<file path="config.mk">
export PLATFORM = sky130hd
export DESIGN_NAME = instr_byte_loader
export DESIGN_NICKNAME = d
export VERILOG_FILES = /design/src/rtl/cpu_pkg.sv /design/src/rtl/byte_packer.sv /design/src/rtl/instr_byte_loader.sv
export SDC_FILE = /design/constraint.sdc
export NUM_CORES = 1
export LEC_CHECK = 0
export ABC_CLOCK_PERIOD_IN_PS = 4200
export BUFFER_PORTS_ARGS = -buffer_cell sky130_fd_sc_hd__buf_2
export CAP_MARGIN = 20
export CORE_MARGIN = 2
export CORE_UTILIZATION = 40
export DETAILED_ROUTE_END_ITERATION = 6
export GPL_TIMING_DRIVEN = 0
export PLACE_DENSITY_LB_ADDON = 0.12
export REMOVE_ABC_BUFFERS = 1
export SETUP_SLACK_MARGIN = 0.3
export SYNTH_ARGS = -nofsm -noshare
export SYNTH_HDL_FRONTEND = slang
export SYNTH_SLANG_ARGS = --single-unit
export TNS_END_PERCENT = 10
</file>
<file path="constraint.sdc">
create_clock -name sys_clk -period 4.2 [get_ports sys_clk]
set_input_delay 0.42 -clock sys_clk [delete_from_list [all_inputs] [get_ports sys_clk]]
set_output_delay 0.42 -clock sys_clk [all_outputs]
set_load 0.02 [all_outputs]
</file>
<file path="src/rtl/cpu_pkg.sv">
// Shared types and constants for the instruction loader.
package cpu_pkg;

    localparam int unsigned INSTR_W = 32;
    localparam int unsigned BYTE_W  = 8;

    // Word value that ends a load early when zero-termination is built in
    localparam logic [INSTR_W-1:0] INSTR_TERM = 32'h0;

    typedef enum logic {
        LD_LOAD,
        LD_DONE
    } ld_state_e;

endpackage

</file>
<file path="src/rtl/byte_packer.sv">
// Byte counter and shift register that assemble four bytes MSB-first into one
// instruction word. o_word_valid is high in the cycle the fourth byte is present.
module byte_packer
    import cpu_pkg::*;
(
    input  logic               sys_clk,
    input  logic               sys_reset,
    input  logic               i_en,
    input  logic               i_clr,
    input  logic [BYTE_W-1:0]  i_byte,
    output logic               o_word_valid,
    output logic [INSTR_W-1:0] o_word
);

    logic [1:0]                r_byte_cnt;
    logic [INSTR_W-BYTE_W-1:0] r_shift;

    // Count bytes and shift them in; wrap after the fourth byte of each word
    always_ff @(posedge sys_clk or posedge sys_reset) begin
        if (sys_reset) begin
            r_byte_cnt <= 2'd0;
            r_shift    <= '0;
        end else if (i_clr) begin
            r_byte_cnt <= 2'd0;
            r_shift    <= '0;
        end else if (i_en) begin
            if (r_byte_cnt == 2'd3) begin
                r_byte_cnt <= 2'd0;
                r_shift    <= '0;
            end else begin
                r_byte_cnt <= r_byte_cnt + 2'd1;
                r_shift    <= {r_shift[INSTR_W-2*BYTE_W-1:0], i_byte};
            end
        end
    end

    // The completed word uses the live byte as its least significant byte
    always_comb begin
        o_word_valid = i_en && (r_byte_cnt == 2'd3);
        o_word       = {r_shift, i_byte};
    end

endmodule

</file>
<file path="src/rtl/instr_byte_loader.sv">
// Streams a program byte-by-byte into instruction memory and holds the core
// until loading finishes. Optional macro INSTR_LOADER_ZERO_TERM_EN makes an
// all-zero word end the load without being written.
module instr_byte_loader
    import cpu_pkg::*;
#(
    parameter int unsigned DEPTH  = 64,
    parameter int unsigned ADDR_W = 6
) (
    input  logic               sys_clk,
    input  logic               sys_reset,
    input  logic [BYTE_W-1:0]  instr_i,
    input  logic               reload_i,
    output logic               imem_we_o,
    output logic [ADDR_W-1:0]  imem_waddr_o,
    output logic [INSTR_W-1:0] imem_wdata_o,
    output logic               load_done_o,
    output logic               cpu_run_o,
    output logic [ADDR_W:0]    word_count_o
);

    localparam logic [ADDR_W:0] DEPTH_CNT = DEPTH[ADDR_W:0];

    ld_state_e          r_state;
    ld_state_e          w_state_d;
    logic               w_write;
    logic               w_pack_en;
    logic               w_word_valid;
    logic [INSTR_W-1:0] w_word;
    logic [ADDR_W:0]    w_cnt_inc;

    logic               r_we;
    logic [ADDR_W-1:0]  r_waddr;
    logic [INSTR_W-1:0] r_wdata;
    logic               r_run;
    logic [ADDR_W:0]    r_word_cnt;

    // A reload edge samples no byte; the next byte is taken on the following edge
    assign w_pack_en = (r_state == LD_LOAD) && !reload_i;
    assign w_cnt_inc = r_word_cnt + {{ADDR_W{1'b0}}, 1'b1};

    byte_packer u_packer (
        .sys_clk      (sys_clk),
        .sys_reset    (sys_reset),
        .i_en         (w_pack_en),
        .i_clr        (reload_i),
        .i_byte       (instr_i),
        .o_word_valid (w_word_valid),
        .o_word       (w_word)
    );

    // Next state and write decision; reload overrides everything
    always_comb begin
        w_state_d = r_state;
        w_write   = 1'b0;
        if (reload_i) begin
            w_state_d = LD_LOAD;
        end else if ((r_state == LD_LOAD) && w_word_valid) begin
`ifdef INSTR_LOADER_ZERO_TERM_EN
            if (w_word == INSTR_TERM) begin
                w_state_d = LD_DONE;
            end else begin
                w_write = 1'b1;
                if (w_cnt_inc == DEPTH_CNT) begin
                    w_state_d = LD_DONE;
                end
            end
`else
            w_write = 1'b1;
            if (w_cnt_inc == DEPTH_CNT) begin
                w_state_d = LD_DONE;
            end
`endif
        end
    end

    // State, write port registers, word counter and delayed run enable
    always_ff @(posedge sys_clk or posedge sys_reset) begin
        if (sys_reset) begin
            r_state    <= LD_LOAD;
            r_we       <= 1'b0;
            r_waddr    <= '0;
            r_wdata    <= '0;
            r_run      <= 1'b0;
            r_word_cnt <= '0;
        end else begin
            r_state <= w_state_d;
            r_we    <= w_write;
            if (reload_i) begin
                r_run      <= 1'b0;
                r_word_cnt <= '0;
            end else begin
                // Run follows DONE by one cycle so fetch never meets the last write
                r_run <= (r_state == LD_DONE);
                if (w_write) begin
                    r_waddr    <= r_word_cnt[ADDR_W-1:0];
                    r_wdata    <= w_word;
                    r_word_cnt <= w_cnt_inc;
                end
            end
        end
    end

    // Registered outputs; done is a direct decode of the state
    always_comb begin
        imem_we_o    = r_we;
        imem_waddr_o = r_waddr;
        imem_wdata_o = r_wdata;
        load_done_o  = (r_state == LD_DONE);
        cpu_run_o    = r_run;
        word_count_o = r_word_cnt;
    end

endmodule

</file>
# Yosys cells after proc, flatten, opt, wreduce, memory -nomap -nowiden

Cells that the tools add are included.

Add/subtract/negate cells: 2
Equal/unequal tests: 2
Multiplexer cells: 14
Bitwise gates (word level): 2
Reduce and logical (&&, ||, !) cells: 10

Operators with widths:

| operator                                    | number |
|---|---|
| 2-to-1 mux 24 bit                           | 3 |
| 2-to-1 mux 7 bit                            | 2 |
| nonzero test 2 bit                          | 4 |
| adder 7 x 1 -> 7 bit, second input constant | 1 |
| == test 7 bit, second input constant        | 1 |
| 2-to-1 mux 1 bit                            | 6 |
| 2-to-1 mux 2 bit                            | 3 |
| AND reduction 2 bit                         | 2 |
| logical AND 1 bit                           | 3 |
| adder 2 x 1 -> 2 bit, second input constant | 1 |
| == test 2 bit, second input constant        | 1 |
| inverter 1 bit                              | 2 |
| zero test 1 bit                             | 1 |

Register bits after elaboration: 74
Output and inout bits: 48

# Longest topological paths before layout

Depth in word-level cells: 8
Depth in mapped cells: 6

# Cells and area by module

Synthesis repeated with hierarchy kept, for this count alone.

Cells, all modules: 234
Area total of the unflattened synthesis: 3269.4 µm²

Modules (own cells, without submodules):

| module            | times used | cells each | area an instance (µm²) | seq. area each (µm²) |
|---|---|---|---|---|
| instr_byte_loader | 1          | 132        | 1936.9                 | 1201.2 |
| byte_packer       | 1          | 102        | 1332.5                 | 650.6 |

# Least setup slack after synthesis

Ideal clock, no wire load.

Path type: register -> register
Start: register r_state, in the netlist load_done_o
End: register r_waddr[0], in the netlist imem_waddr_o[0]
Setup time: 125 ps
Arrival time: 1454 ps
Data required time: 4075 ps
Path slack: 2621 ps
Stages on the path, launching flop included: 6
Period minus slack after synthesis: 1579 ps
Path through: dfrtp_1 -> nand2b_1 -> nor2_2 -> buf_6 -> buf_6 -> mux2_4

Cells in the longest elaborated chain, start to end: 7

RTL lines:

| element                                | RTL line                                         | text |
|---|---|---|
| start: declaration                     | instr_byte_loader.sv:24                          | `ld_state_e r_state;` |
| start signal: assignment               | instr_byte_loader.sv:87                          | `r_state <= w_state_d;` |
| inverter 1 bit *                       | instr_byte_loader.sv:39, instr_byte_loader.sv:58 |  |
| logical AND 1 bit                      | instr_byte_loader.sv:39                          | `assign w_pack_en = (r_state == LD_LOAD) && !reload_i;` |
| logical AND 1 bit                      | byte_packer.sv:39                                | `o_word_valid = i_en && (r_byte_cnt == 2'd3);` |
| logical AND 1 bit *                    | instr_byte_loader.sv:58                          | `end else if ((r_state == LD_LOAD) && w_word_valid) begin` |
| 2-to-1 mux 1 bit *                     | instr_byte_loader.sv:58                          |  |
| 2-to-1 mux 1 bit *                     | instr_byte_loader.sv:56                          | `if (reload_i) begin` |
| named net w_write                      | instr_byte_loader.sv:26                          | `logic w_write;` |
| AND reduction 2 bit (no source line) * | -                                                |  |
| end signal: assignment                 | instr_byte_loader.sv:96                          | `r_waddr <= r_word_cnt[ADDR_W-1:0];` |
| end: declaration                       | instr_byte_loader.sv:33                          | `logic [ADDR_W-1:0] r_waddr;` |

The timed path passes the listed nets; every way through them passes the cells marked *.
A chain may end at the register's enable or synchronous reset.

# Worst setup path in the final report

Start: register u_packer.r_byte_cnt[0]
End: register r_wdata[22], in the netlist imem_wdata_o[22]

Cells in the longest elaborated chain, start to end: 6

RTL lines:

| element                              | RTL line                | text |
|---|---|---|
| start: declaration                   | byte_packer.sv:15       | `logic [1:0] r_byte_cnt;` |
| start signal: assignment             | byte_packer.sv:31       | `r_byte_cnt <= r_byte_cnt + 2'd1;` |
| == test 2 bit                        | byte_packer.sv:39       |  |
| logical AND 1 bit                    | byte_packer.sv:39       |  |
| logical AND 1 bit                    | instr_byte_loader.sv:58 |  |
| 2-to-1 mux 1 bit                     | instr_byte_loader.sv:58 |  |
| 2-to-1 mux 1 bit                     | instr_byte_loader.sv:56 |  |
| AND reduction 2 bit (no source line) | -                       |  |
| end signal: assignment               | instr_byte_loader.sv:97 | `r_wdata <= w_word;` |
| end: declaration                     | instr_byte_loader.sv:34 | `logic [INSTR_W-1:0] r_wdata;` |

Every way passes these cells.

==> flow_metrics.env <==
export IMPL_hold_class="primary input to async pin"
export IMPL_final_setup_skew_ns=0.00405
export IMPL_synth_yosys_seq_area_share_pct=64.4
export IMPL_cts_setup_buffers=0
export IMPL_async_reset_ff_share_pct=100
export IMPL_chipWidth_um=88.8
export IMPL_initial_core_util_pct=41.9
export IMPL_drive_above_1_share_pct=34.9
export IMPL_syn_area_per_cell_um2=15.0
export IMPL_grt_pass1_wl_um=8690
export IMPL_finalMaxSlewViolations=0
export IMPL_track_usage_pct=14.6
export IMPL_drc=0
export IMPL_synth_edff_count=0
export IMPL_setup_ws_ns=2.16
export IMPL_die_area_mm2=0.00788
export IMPL_first_iter_violations=90
export IMPL_swShare_pct=28.2
export IMPL_io_buffers=58
export IMPL_yosysTopAreaCell="dfrtp_1"
export IMPL_num_rows=30
export IMPL_cts_made_buffers=9
export IMPL_synth_flop_cell="dfrtp_1"
export IMPL_power_frac_seq_pct=48.6
export IMPL_p_clk_share_pct=32.6
export IMPL_ys_types=28
export IMPL_hold_viol=0
export IMPL_cts_root_buf="clkbuf_8"
export IMPL_clk_path_buf_depth=2
export IMPL_drt_wl_total_um=5230
export IMPL_vias=1739
export IMPL_synthCells=192
export IMPL_post_route_min_period_ns=2.04
export IMPL_switching_power_mw=0.498
export IMPL_antenna_found_initial=0
export IMPL_crit_path_start_kind="register"
export IMPL_netlist_area_mm2=0.00288
export IMPL_drt_first_pass_iters=4
export IMPL_fin_crit_sh_pct=48.6
export IMPL_synthTopCellsByArea="dfrtp_1 64%, mux2_1 11%, a22o_1 7.3%"
export IMPL_ys_warnings_count=0
export IMPL_status="complete, no violations"
export IMPL_rsz0062_at_grt="false"
export IMPL_gp_congestion=0.787
export IMPL_crit_type="register to register"
export IMPL_intPower_mw=1.27
export IMPL_ant_nets=0
export IMPL_pre_cts_slack_ns=2.16
export IMPL_ys_ff_latch=74
export IMPL_cts_hold_buffers=0
export IMPL_grt_max_degree=47
export IMPL_ios=59
export IMPL_cp_end_kind="register"
export IMPL_crit_required_ns=4.42
export IMPL_htreeDepth=3
export IMPL_fin_tns_setup_ns=0
export IMPL_insertion_delay_ns=0.33
export IMPL_synthToLayoutAreaGrowth_pct=22.7
export IMPL_cts_tree="done"
export IMPL_cp_arrival_ns=2.26
export IMPL_cts_resized=0
export IMPL_tightest_slew_ns=0.947
export IMPL_avgViaCountPerCell=4.91
export IMPL_dp_hpwl_um=3390
export IMPL_power_mw=1.77
export IMPL_p_leak_nw=1.85
export IMPL_synth_top_area_share_pct=64.4
export IMPL_cts_sinks=74
export IMPL_finalNetCount=266
export IMPL_ir_worst_vdd_mv=0.205
export IMPL_setup_viol=0
export IMPL_place_area_mm2=0.00331
export IMPL_cp_cell_sequence="ha_1, nand2b_1, nor2_4, buf_12, mux2_1"
export IMPL_p_per_area_mw_per_mm2=501
export IMPL_wl_per_cell_um=14.8
export IMPL_clk_pin_slew_ns=0.08
export IMPL_core_area_mm2=0.00687
export IMPL_cp_slowest_stage_delay_ns=0.47
export IMPL_final_area_mm2=0.00353
export IMPL_slew_headroom_pct=36.7
export IMPL_antennaDiodeCount=0
export IMPL_drv_cap=0
export IMPL_max_clock_freq_mhz=490
export IMPL_rr_worst_depth=5
export IMPL_cp_max_fo=24
export IMPL_slowest_stage="nor2_4"
export IMPL_power_frac_comb_pct=18.9
export IMPL_grt_overflow=0
export IMPL_die_y_um=88.8
export IMPL_grt_pass1_vias=1706
## final cells by class
type,count,area [µm²]
Fill cell,616,3340
Inverter,1,6.26
Clock buffer,12,165
Tap cell,96,120
Clock inverter,4,48.8
Multi-Input combinational cell,106,970
Sequential cell,74,1850
Timing Repair Buffer,61,365
## through the flow
stage	utilization, %	std cells	hold slack (ns)
4_1_cts	51.3	354	0.0772
6_report	51.3	354	0.0711
2_1_floorplan	-	181	0.465
3_5_place_dp	48.2	338	0.444
3_3_place_gp	46.9	335	0.463
5_1_grt	51.3	354	0.0934
## path summary, 6_finish.rpt
kind | slack (ns) | from | end
min in group sys_clk | 0.31 | instr_i[4] | u_packer.r_shift[4]
worst min register to register | 0.48 | imem_wdata_o[24] | imem_wdata_o[24]
worst max-delay path | 2.16 | u_packer.r_byte_cnt[0] | imem_wdata_o[22]
worst min-delay path | 0.07 | sys_reset | imem_wdata_o[10]
max in group asynchronous | 3.58 | sys_reset | u_packer.r_shift[15]
worst max register to register | 2.16 | u_packer.r_byte_cnt[0] | imem_wdata_o[22]
## per-layer routing
metal | GRT usage (%) | share of wire (%) | up-vias
met1 | 21.1 | 48 | 866
met4 | 6.20 | 1.7 | 0
met2 | 21.2 | 46 | 44
met5 | 0 | 0 | -
li1 | - | - | 819
met3 | 3.08 | 4.4 | 10
## layout by cell type (no fill, tap or decap), types with 3 or more instances in the layout
| cell | Yosys | final |
|---|---|---|
| a21oi_1 | 3 | 3 |
| buf_2 | 6 | 58 |
| clkbuf_8 | 0 | 12 |
| mux2_1 | 29 | 29 |
| xor2_1 | 5 | 5 |
| nor2_1 | 7 | 7 |
| nand2_1 | 5 | 5 |
| mux2_4 | 9 | 9 |
| dfrtp_1 | 74 | 74 |
| xnor2_1 | 3 | 3 |
| a22o_1 | 24 | 24 |
## worst max-delay path: cells and delay by family (launching register included)
kind / cells / cell delay (ns)
simple gates: 2 / 0.65
buf+inv: 1 / 0.27
flops: 1 / 0.38
mux: 1 / 0.33
fa+ha+maj: 1 / 0.28
## sequential cells by signal, indices dropped and copies added, names as in the netlist
register / flops
u_packer.r_byte_cnt: 2
word_count_o: 7
load_done_o: 1
imem_we_o: 1
imem_wdata_o: 32
cpu_run_o: 1
imem_waddr_o: 6
u_packer.r_shift: 24
## power by group through the flow
| stage | Sequential [mW] | Clock [mW] | Combinational, mW |
|---|---|---|---|
| final | 0.858 | 0.575 | 0.334 |
| after floorplan | 0.978 | 0 | 0.107 |
| after global routing | 0.872 | 0.626 | 0.362 |
| after CTS | 0.859 | 0.595 | 0.341 |
| after global placement | 0.870 | 0 | 0.331 |
| after detailed placement | 0.873 | 0 | 0.340 |
## cell usage after synthesis (all sizes together), types with 2 or more instances
cell	instances
dfrtp	74
mux2	38
a22o	24
buf	8
nor2	8
nand2	5
xor2	5
a21oi	3
clkbuf	3
nor3	3
xnor2	3
ha	2
nand3	2
nand4	2
nor2b	2
o21ai	2
## cell families after synthesis
logic type | synth area share (%)
mux | 16.4
fa+ha+maj | 0.870
compound gates | 8.79
flops | 64.4
simple gates | 4.74
xor+xnor | 2.44
buf+inv | 2.35
No activity file was read; power rests on OpenSTA's default activity.
